<file path="src/rtl/cpu_bus_pkg.sv">
// rtl/cpu_bus_pkg.sv - shared constants and helpers for the cpu bus memory model
package cpu_bus_pkg;

  localparam logic [31:0] DEFAULT_PROG = 32'h0000064f;
  localparam logic [31:0] DEFAULT_DATA = 32'h000022b4;

  localparam int READ_LAT_MIN = 1;
  localparam int READ_LAT_MAX = 4;

  // Indices are carried at a fixed wide width so range checks never truncate.
  localparam int IDX_W = 64;

  function automatic logic [IDX_W-1:0] word_index(input logic [IDX_W-1:0] byte_addr);
    return byte_addr >> 2;
  endfunction

  function automatic int clamp_lat(input int lat);
    if (lat < READ_LAT_MIN) return READ_LAT_MIN;
    if (lat > READ_LAT_MAX) return READ_LAT_MAX;
    return lat;
  endfunction

endpackage

</file>
<file path="src/rtl/rd_lat_pipe.sv">
// rtl/rd_lat_pipe.sv - valid/data shift pipeline; output holds its last delivered word
module rd_lat_pipe
  import cpu_bus_pkg::*;
#(
  parameter int                 DATA_W    = 32,
  parameter int                 READ_LAT  = 1,
  parameter logic [DATA_W-1:0]  RESET_VAL = '0
) (
  input  logic              clk,
  input  logic              rst_n,
  input  logic              in_valid,
  input  logic [DATA_W-1:0] in_data,
  output logic              out_valid,
  output logic [DATA_W-1:0] out_data
);

  localparam int LAT = clamp_lat(READ_LAT);
  // Stage 0 captures at the request edge, so the last stage updates LAT edges later.
  localparam int N   = LAT + 1;

  logic [N-1:0]      valid_q, valid_d;
  logic [DATA_W-1:0] data_q [N];
  logic [DATA_W-1:0] data_d [N];
  logic [N-1:0]      v_in;
  logic [DATA_W-1:0] d_in   [N];

  always_comb begin
    v_in    = '0;
    valid_d = '0;
    for (int i = 0; i < N; i++) begin
      d_in[i]   = '0;
      data_d[i] = '0;
    end
    v_in[0] = in_valid;
    d_in[0] = in_data;
    for (int i = 1; i < N; i++) begin
      v_in[i] = valid_q[i-1];
      d_in[i] = data_q[i-1];
    end
    // Stages only load on a valid word, which gives the hold-between-strobes behaviour.
    for (int i = 0; i < N; i++) begin
      valid_d[i] = v_in[i];
      data_d[i]  = v_in[i] ? d_in[i] : data_q[i];
    end
  end

  always_ff @(posedge clk or negedge rst_n) begin
    if (!rst_n) begin
      valid_q <= '0;
      for (int i = 0; i < N; i++) data_q[i] <= RESET_VAL;
    end else begin
      valid_q <= valid_d;
      for (int i = 0; i < N; i++) data_q[i] <= data_d[i];
    end
  end

  assign out_valid = valid_q[N-1];
  assign out_data  = data_q[N-1];

endmodule

</file>
<file path="config.mk">
export PLATFORM = sky130hd
export DESIGN_NAME = rd_lat_pipe
export DESIGN_NICKNAME = d
export VERILOG_FILES = /design/src/rtl/cpu_bus_pkg.sv /design/src/rtl/rd_lat_pipe.sv
export SDC_FILE = /design/constraint.sdc
export NUM_CORES = 1
export LEC_CHECK = 0
export ABC_CLOCK_PERIOD_IN_PS = 1200
export CORE_MARGIN = 4
export CORE_UTILIZATION = 35
export DETAILED_ROUTE_END_ITERATION = 10
export GPL_TIMING_DRIVEN = 1
export PLACE_DENSITY = 0.7
export SLEW_MARGIN = 20
export SYNTH_ARGS = -nofsm -noshare
export SYNTH_HDL_FRONTEND = slang
export SYNTH_SLANG_ARGS = --single-unit
export TNS_END_PERCENT = 100
</file>
<file path="constraint.sdc">
create_clock -name clk -period 1.2 [get_ports clk]
set_input_delay 0.18 -clock clk [delete_from_list [all_inputs] [get_ports clk]]
set_output_delay 0.18 -clock clk [all_outputs]
set_load 0.05 [all_outputs]
</file>
==> results of run 1 <==
cell type report:
| class | count | area (um^2) |
|---|---|---|
| Clock buffer | 11 | 141 |
| Tap cell | 102 | 128 |
| Sequential cell | 66 | 1650 |
| Fill cell | 643 | 3670 |
| Multi-Input combinational cell | 64 | 946 |
| Clock inverter | 3 | 65.1 |
| Timing Repair Buffer | 73 | 1090 |
layer usage:
layer	routed length [um]	share of wire (%)	up-vias
met3	287	5.9	8
met1	2200	46	700
li1	-	-	632
met2	2270	47	43
met4	80	1.7	0
met5	0	0	-
cells in the mapped netlist (all sizes together):
| cell | number | area (um^2) |
|---|---|---|
| buf | 8 | 143 |
| dfrtp | 66 | 1650 |
| mux2 | 64 | 946 |
cells by family after synthesis:
group    Yosys count  share of synthesized area (%)
flops             66                           60.3
mux               64                           34.5
buf+inv            8                           5.21
stage by stage:
step | worst slack [ps] | utilization [%] | instances
floorplan | 152 | - | 138
global placement | 132 | 49.5 | 304
detailed placement | 117 | 49.5 | 304
CTS | 83.8 | 52.3 | 319
global route | 66.4 | 52.3 | 319
finish | 108 | 52.3 | 319
flip-flops by register name, summed over array words and instances (netlist names):
signal,cells
d_in,32
out_data,32
valid_q,2
power breakdown:
part | internal [mW] | switching [mW]
clock | 1.20 | 0.746
combinational | 1.11 | 0.850
sequential | 2.50 | 0.252
total | 4.81 | 1.85
what timing repair did:
action	4_1_cts	5_1_grt
setup endpoints to repair	0	0
hold endpoints to repair	66	0
hold buffers	1	0
cell usage in the layout (no fill, tap or decap), drive strengths merged:
master | synthesis | final
clkinv | 0 | 1
clkdlybuf4s50 | 0 | 32
clkbuf | 0 | 11
dlygate4sd3 | 0 | 1
buf | 8 | 40
bufinv | 0 | 2
dfrtp | 66 | 66
mux2 | 64 | 64
worst paths after layout:
kind | startpoint | end | depth (start not counted)
max | out_data[3] | out_data[3] | 1
min | in_valid | valid_q[0] | 2
max reg2reg | valid_q[0] | out_data[8] | 2
min reg2reg | d_in[16] | out_data[16] | 1
max in group asynchronous | rst_n | valid_q[0] | 3
min in group asynchronous | rst_n | out_data[15] | 3
==> results, run 1 <==
- The worst-case IR drop observed on VDD is 0.000617 V.
- The layer flagged by global routing as most heavily used is met2.
- The count of maximum capacitance violations is 0.
- The slowest stage of the critical path belongs to the cell dfrtp_1.
- The share of the yosys chip area belonging to registers is 60.3%.
- The clock passes through at most 2 buffers.
- The relative slew slack is 77.4%.
- 68 I/O pins were placed.
- The post-synthesis instance total is 138.
- The count of synthesis-stage warnings from yosys is 0.
- The total leakage power is 1.87 nW.
- In this run the post-CTS setup repair buffer count came out at 0.
- The maximum net fanout on the critical path is 2.
- In this run, CTS created clock tree buffers numbering 9.
- On the worst path, the slowest cell contributes a delay of 420 ps.
- Dividing the synthesized area by the synthesized cell count gives 19.9 um^2.
- The cell sitting at the root of the clock tree is a clkbuf_8.
- TritonCTS built the clock tree.
- Hold is met by 244 ps.
- The number of antenna violations at the first check in global routing is 0.
- The setup path with the least slack is of type flip-flop to output pin.
- The achievable frequency is 0.916 GHz.
- The overall global routing resource usage is 11.3%.
- Synthesis inferred 66 register bits.
- For this configuration, the core starts out at a cell density of 35.6%.
- The combined area of all synthesized cells is 0.00274 mm^2.
- Row generation in the floorplan step produced 32 rows.
- The detailed router finished its first iteration with 18 violations.
- The critical path buffer and inverter count is 1.
- The detail route stage leaves a number of antenna-violating nets equal to 0.
- Data on the critical path is required at its endpoint by 1020 ps.
- The tightest min-delay check is of the input port to flip-flop type.
- The congestion estimate from routability-driven global placement came to 0.700.
- The run finished with clean final reports.
- The total grt overflow is 0.
- The area growth from synthesis to layout is 46.8%.
- The final period demand of the worst path is 1090 ps.
- For the worst-skew pair, the clock arrives at the later sink with an insertion delay of 320 ps.
- The final-report hold violation count was 0.
- 0 antenna diodes ended up in the layout.
- For this run, global-route usage on met2 was measured as 17.1%.
- The final setup violation count is 0.
- The total power after layout is 6.66 mW.
- The clock sink total is 66.
- The count of buffers added on input and output ports is 67.
- The sum of net half-perimeters after detailed placement is 3320 um.
- The die covers 0.00931 mm^2.
- The number of distinct standard cells referenced by the synthesized netlist is 5.
- The post-synthesis net count is 173.
- The layout net count is 249.
- The met1 track demand over resource in global routing is 15.0%.
- The worst register-to-register path has a setup slack of 120 ps.
- The number of cells upsized or downsized after cts is 0.
- The gate family responsible for the most delay along the worst path is flip-flops.
- The die is 96.5 um tall.
- The share of cells above drive strength 1 is 54.4%.
- The clock arrives with 9.08 ps of skew.
- The first-pass detailed-route iteration total is 3.
- Setup repair after global routing left no endpoint under its margin.
- The number of pins exceeding their max-slew limit in the final report is 0.
- The clock input transition at the sequential cells of the worst setup and hold paths is 70 ps.
- The core region is 0.00769 mm^2.
- Of the available clock period, the critical path in the final layout requires 91.0%.
- The critical path goes through buf_12.
- After detailed routing, the number of remaining DRC violations is 0.
- For the final routed database, the setup TNS stands at 0 ps.
- The kind of launch point of the worst setup path is a flip-flop.
- The area of all placed cells without fillers is 0.00402 mm^2.
- The via count of the first global-routing pass is 1504.
- At the pin with the least slew margin, the transition time is 339 ps.
- The first global-routing pass estimated 7760 um of wire.
- The number of H-tree branching levels is 3.
- The routed wire length per instance is 15.2 um.
- The die span in x is 96.5 um.
- The post-placement cell area is 0.00380 mm^2.
- For met3 alone, demand over resource in global routing was 2.63%.
- After detailed routing, the total wire length is 4840 um.
- The largest net degree at the start of global routing is 67.
- The worst endpoint data arrival time is 910 ps.
- The power density over cell area is 1660 mW/mm^2.
- The total via count in the routed design is 1383.
- The critical path capture point type is an output pin.
- The detail-routed via count per cell is 4.34.
(Power assumes the default switching activity.)
==> inputs of run 2 (changes only) <==
==> config.mk (replaced) <==
export PLATFORM = sky130hd
export DESIGN_NAME = rd_lat_pipe
export DESIGN_NICKNAME = d
export VERILOG_FILES = /design/src/rtl/cpu_bus_pkg.sv /design/src/rtl/rd_lat_pipe.sv
export SDC_FILE = /design/constraint.sdc
export NUM_CORES = 1
export LEC_CHECK = 0
export ABC_CLOCK_PERIOD_IN_PS = 1400
export CORE_MARGIN = 4
export CORE_UTILIZATION = 52
export DETAILED_ROUTE_END_ITERATION = 10
export GPL_TIMING_DRIVEN = 1
export PLACE_DENSITY = 0.94
export SLEW_MARGIN = 20
export SYNTH_ARGS = -nofsm -noshare
export SYNTH_HDL_FRONTEND = slang
export SYNTH_SLANG_ARGS = --single-unit
==> constraint.sdc (replaced) <==
create_clock -name clk -period 1.4 [get_ports clk]
set_input_delay 0.21 -clock clk [delete_from_list [all_inputs] [get_ports clk]]
set_output_delay 0.21 -clock clk [all_outputs]
set_load 0.05 [all_outputs]
==> run 2 against run 1 <==
Against the previous run: core utilization increased by 25 points; final cell count decreased by 10%; hold slack improved by 18 ps; non-clock buffer count decreased by 1; combinational power decreased by 14%; register-to-register slack improved by 160 ps; sequential share of layout area increased by 0.85 points; critical path depth unchanged; total power decreased by 16%; final area decreased by 2.0%; sequential power decreased by 14%; global-route usage increased by 6.4 points; largest cell class unchanged; largest power group unchanged.
==> results, run 2 (synthesis gave the netlist of run 1 again) <==
- The data required time of the worst path was 1190 ps (+170 ps).
- The final setup violation count is 0 (unchanged).
- The sum of net half-perimeters after detailed placement is 3480 um (+4.7%).
- The number of design-rule violations left by the first detailed-router iteration is 38 (+20).
- The number of pins exceeding their max-slew limit in the final report is 0 (unchanged).
- The clock sink total is 66 (unchanged).
- The number of cells upsized or downsized after cts is 0 (unchanged).
- The area growth from synthesis to layout is 43.8%.
- The count of port buffers added during placement is 67 (unchanged).
- The number of hold buffers added after cts is 1 (unchanged).
- The detail-routed via count per cell is 4.89 (+13%).
- The top-level I/O count is 68 (unchanged).
- The share of cells above drive strength 1 was 53.9% (-0.46 points).
- Setup repair after global routing left no endpoint under its margin.
- The minimum setup slack in the final design is 252 ps (+144 ps).
- The area of all placed cells without fillers is 0.00394 mm^2 (-2.0%).
- The worst hold path terminates at valid_q[0].
- The flow ran to the end, and the final reports show no timing, DRC or antenna violations.
- The number of H-tree branching levels is 3 (unchanged).
- The die span in x is 80.6 um (-16%).
- The worst register-to-register path begins at valid_q[0].
- The largest vdd supply drop is 0.000940 V (+52%).
- The cell at the root of the clock tree is clkbuf_8.
- The placement-stage worst setup slack is 273 ps (+156 ps).
- The worst hold path begins at in_valid.
- The critical path buffer and inverter count was 1 (unchanged).
- The routed wire length per instance is 17.6 um (+16%).
- The worst reg2reg path endpoint is out_data[12].
- The detailed-route wire length was 5050 um (+4.3%).
- The later-pin clock latency in the skew report was 330 ps (about the same).
- Timing would allow up to 0.871 GHz.
- The cell count of the worst reg-to-reg path was 2 (unchanged).
- Grouping stages by cell kind, the critical path spends the most delay in flip-flops.
- The kind of launch point of the worst setup path is a flip-flop.
- The critical path is of the flip-flop to output pin type.
- The buffer levels on the longest clock path was 2 (unchanged).
- The share of the core filled with cells in the final layout is 77.1% (+25 points).
- The met3 wire length is 334 um (+16%).
- The number of setup buffers added after CTS came to 0 (unchanged).
- The relative slew slack came to 77.6% (+0.18 points).
- The total negative slack for setup checks is 0 ps (unchanged).
- The number of antenna violations at the first check in global routing is 0 (unchanged).
- The height of the chip was 80.6 um (-16%).
- The clock tree skew after final layout was 5.60 ps (-3.48 ps).
- The core area was 0.00511 mm^2 (-34%).
- The actual transition at the worst max-transition pin is 336 ps (-2.76 ps).
- The library cell contributing the largest single delay on the critical path is dfrtp_1.
- The detailed-routing wirelength on met1 is 2100 um (-4.5%).
- The number of instances in the placed design was 271 (-11%).
- The via count of the first global-routing pass is 1585 (+5.4%).
- The worst endpoint data arrival time is 940 ps (+30 ps).
- The total power after layout is 5.58 mW (-16%).
- In this run the worst setup path begins at out_data[23].
- Walking the worst path, the cells encountered are buf_12.
- The number of routed nets with antenna violations is 0 (unchanged).
- The clock input transition at the sequential cells of the worst setup and hold paths is 70 ps (about the same).
- The worst hold path cell count is 2 (unchanged).
- The number of buffers created by CTS is 9 (unchanged).
- The starting density of the core is 53.7% (+18 points).
- The maximum net fanout on the critical path is 2 (unchanged).
- The power density over cell area is 1420 mW/mm^2 (-14%).
- The worst stage delay on the critical path is 430 ps (about the same).
- The post-placement cell area is 0.00374 mm^2 (-1.6%).
- The count of standard-cell rows is 26 (-19%).
- The worst setup path is captured at an output pin.
- The classification of the worst-slack hold path is input port to flip-flop.
- The number of design rule violations left after detail routing is 0 (unchanged).
- Dividing the final minimum period by the clock period gives 82.0%.
- The die area is 0.00649 mm^2 (-30%).
- The global-route wire length before repair is 8230 um (+6.1%).
- The slack of the worst reg-to-reg path is 280 ps (+160 ps).
- The final worst hold slack is 261 ps (+17.5 ps).
- The number of antenna repair diodes came to 0 (unchanged).
- The highest signal layer in the routed design is met4.
- The overall global routing resource usage is 17.7% (+6.4 points).
- The total grt overflow is 0 (unchanged).
- The layout net count came to 248 (-0.40%).
- The final-report hold violation count is 0 (unchanged).
- The final non-filler cell total came to 287 (-10%).
- The largest net degree at the start of global routing is 67 (unchanged).
- Leaving out fill and tap cells, the most frequent cells in the layout are dfrtp_1 (65), mux2_4 (60), buf_12 (36).
- The first-pass detailed-route iteration total came to 4 (+1).
- The count of maximum capacitance violations is 0 (unchanged).
- The total leakage power is 1.86 nW (-0.98%).
- The final period demand of the worst path is 1150 ps.
- The total via count in the routed design is 1403 (+1.4%).
- The met2 wirelength from detailed routing was 2520 um (+11%).
- The final estimated routing congestion in global placement came to 0.732 (+4.5%).
- The library cell used most frequently in the layout, excluding fill and tap cells, is dfrtp_1.
- TritonCTS built the clock tree.
## run 2: per-layer routing
| layer | GRT usage, % | up-vias |
|---|---|---|
| met5 | 0 | - |
| met4 | 6.59 | 0 |
| met3 | 8.18 | 9 |
| met2 | 27.6 | 45 |
| met1 | 21.5 | 723 |
| li1 | - | 626 |
## run 2: worst max-delay path by stage
stage | to | slack [ps] | depth (start not counted)
floorplan | out_data[0] | 350 | 3
global placement | out_data[11] | 320 | 2
detailed placement | out_data[12] | 270 | 2
CTS | out_data[12] | 230 | 1
global route | out_data[12] | 210 | 1
finish | out_data[23] | 250 | 1
## run 2: layout make-up
cell class | count | area, um^2
sequential | 66 | 1650
multi-input combinational | 64 | 946
tap | 70 | 87.6
fill | 295 | 1170
clock buffer | 12 | 145
clock inverter | 3 | 40.0
timing repair buffer | 72 | 1070
## run 2: power breakdown
part / leakage (nW) / internal [mW] / total (mW) / switching, mW
clock: 0.0962 / 0.857 / 1.53 / 0.675
sequential: 0.772 / 2.14 / 2.37 / 0.227
combinational: 0.988 / 0.948 / 1.68 / 0.734
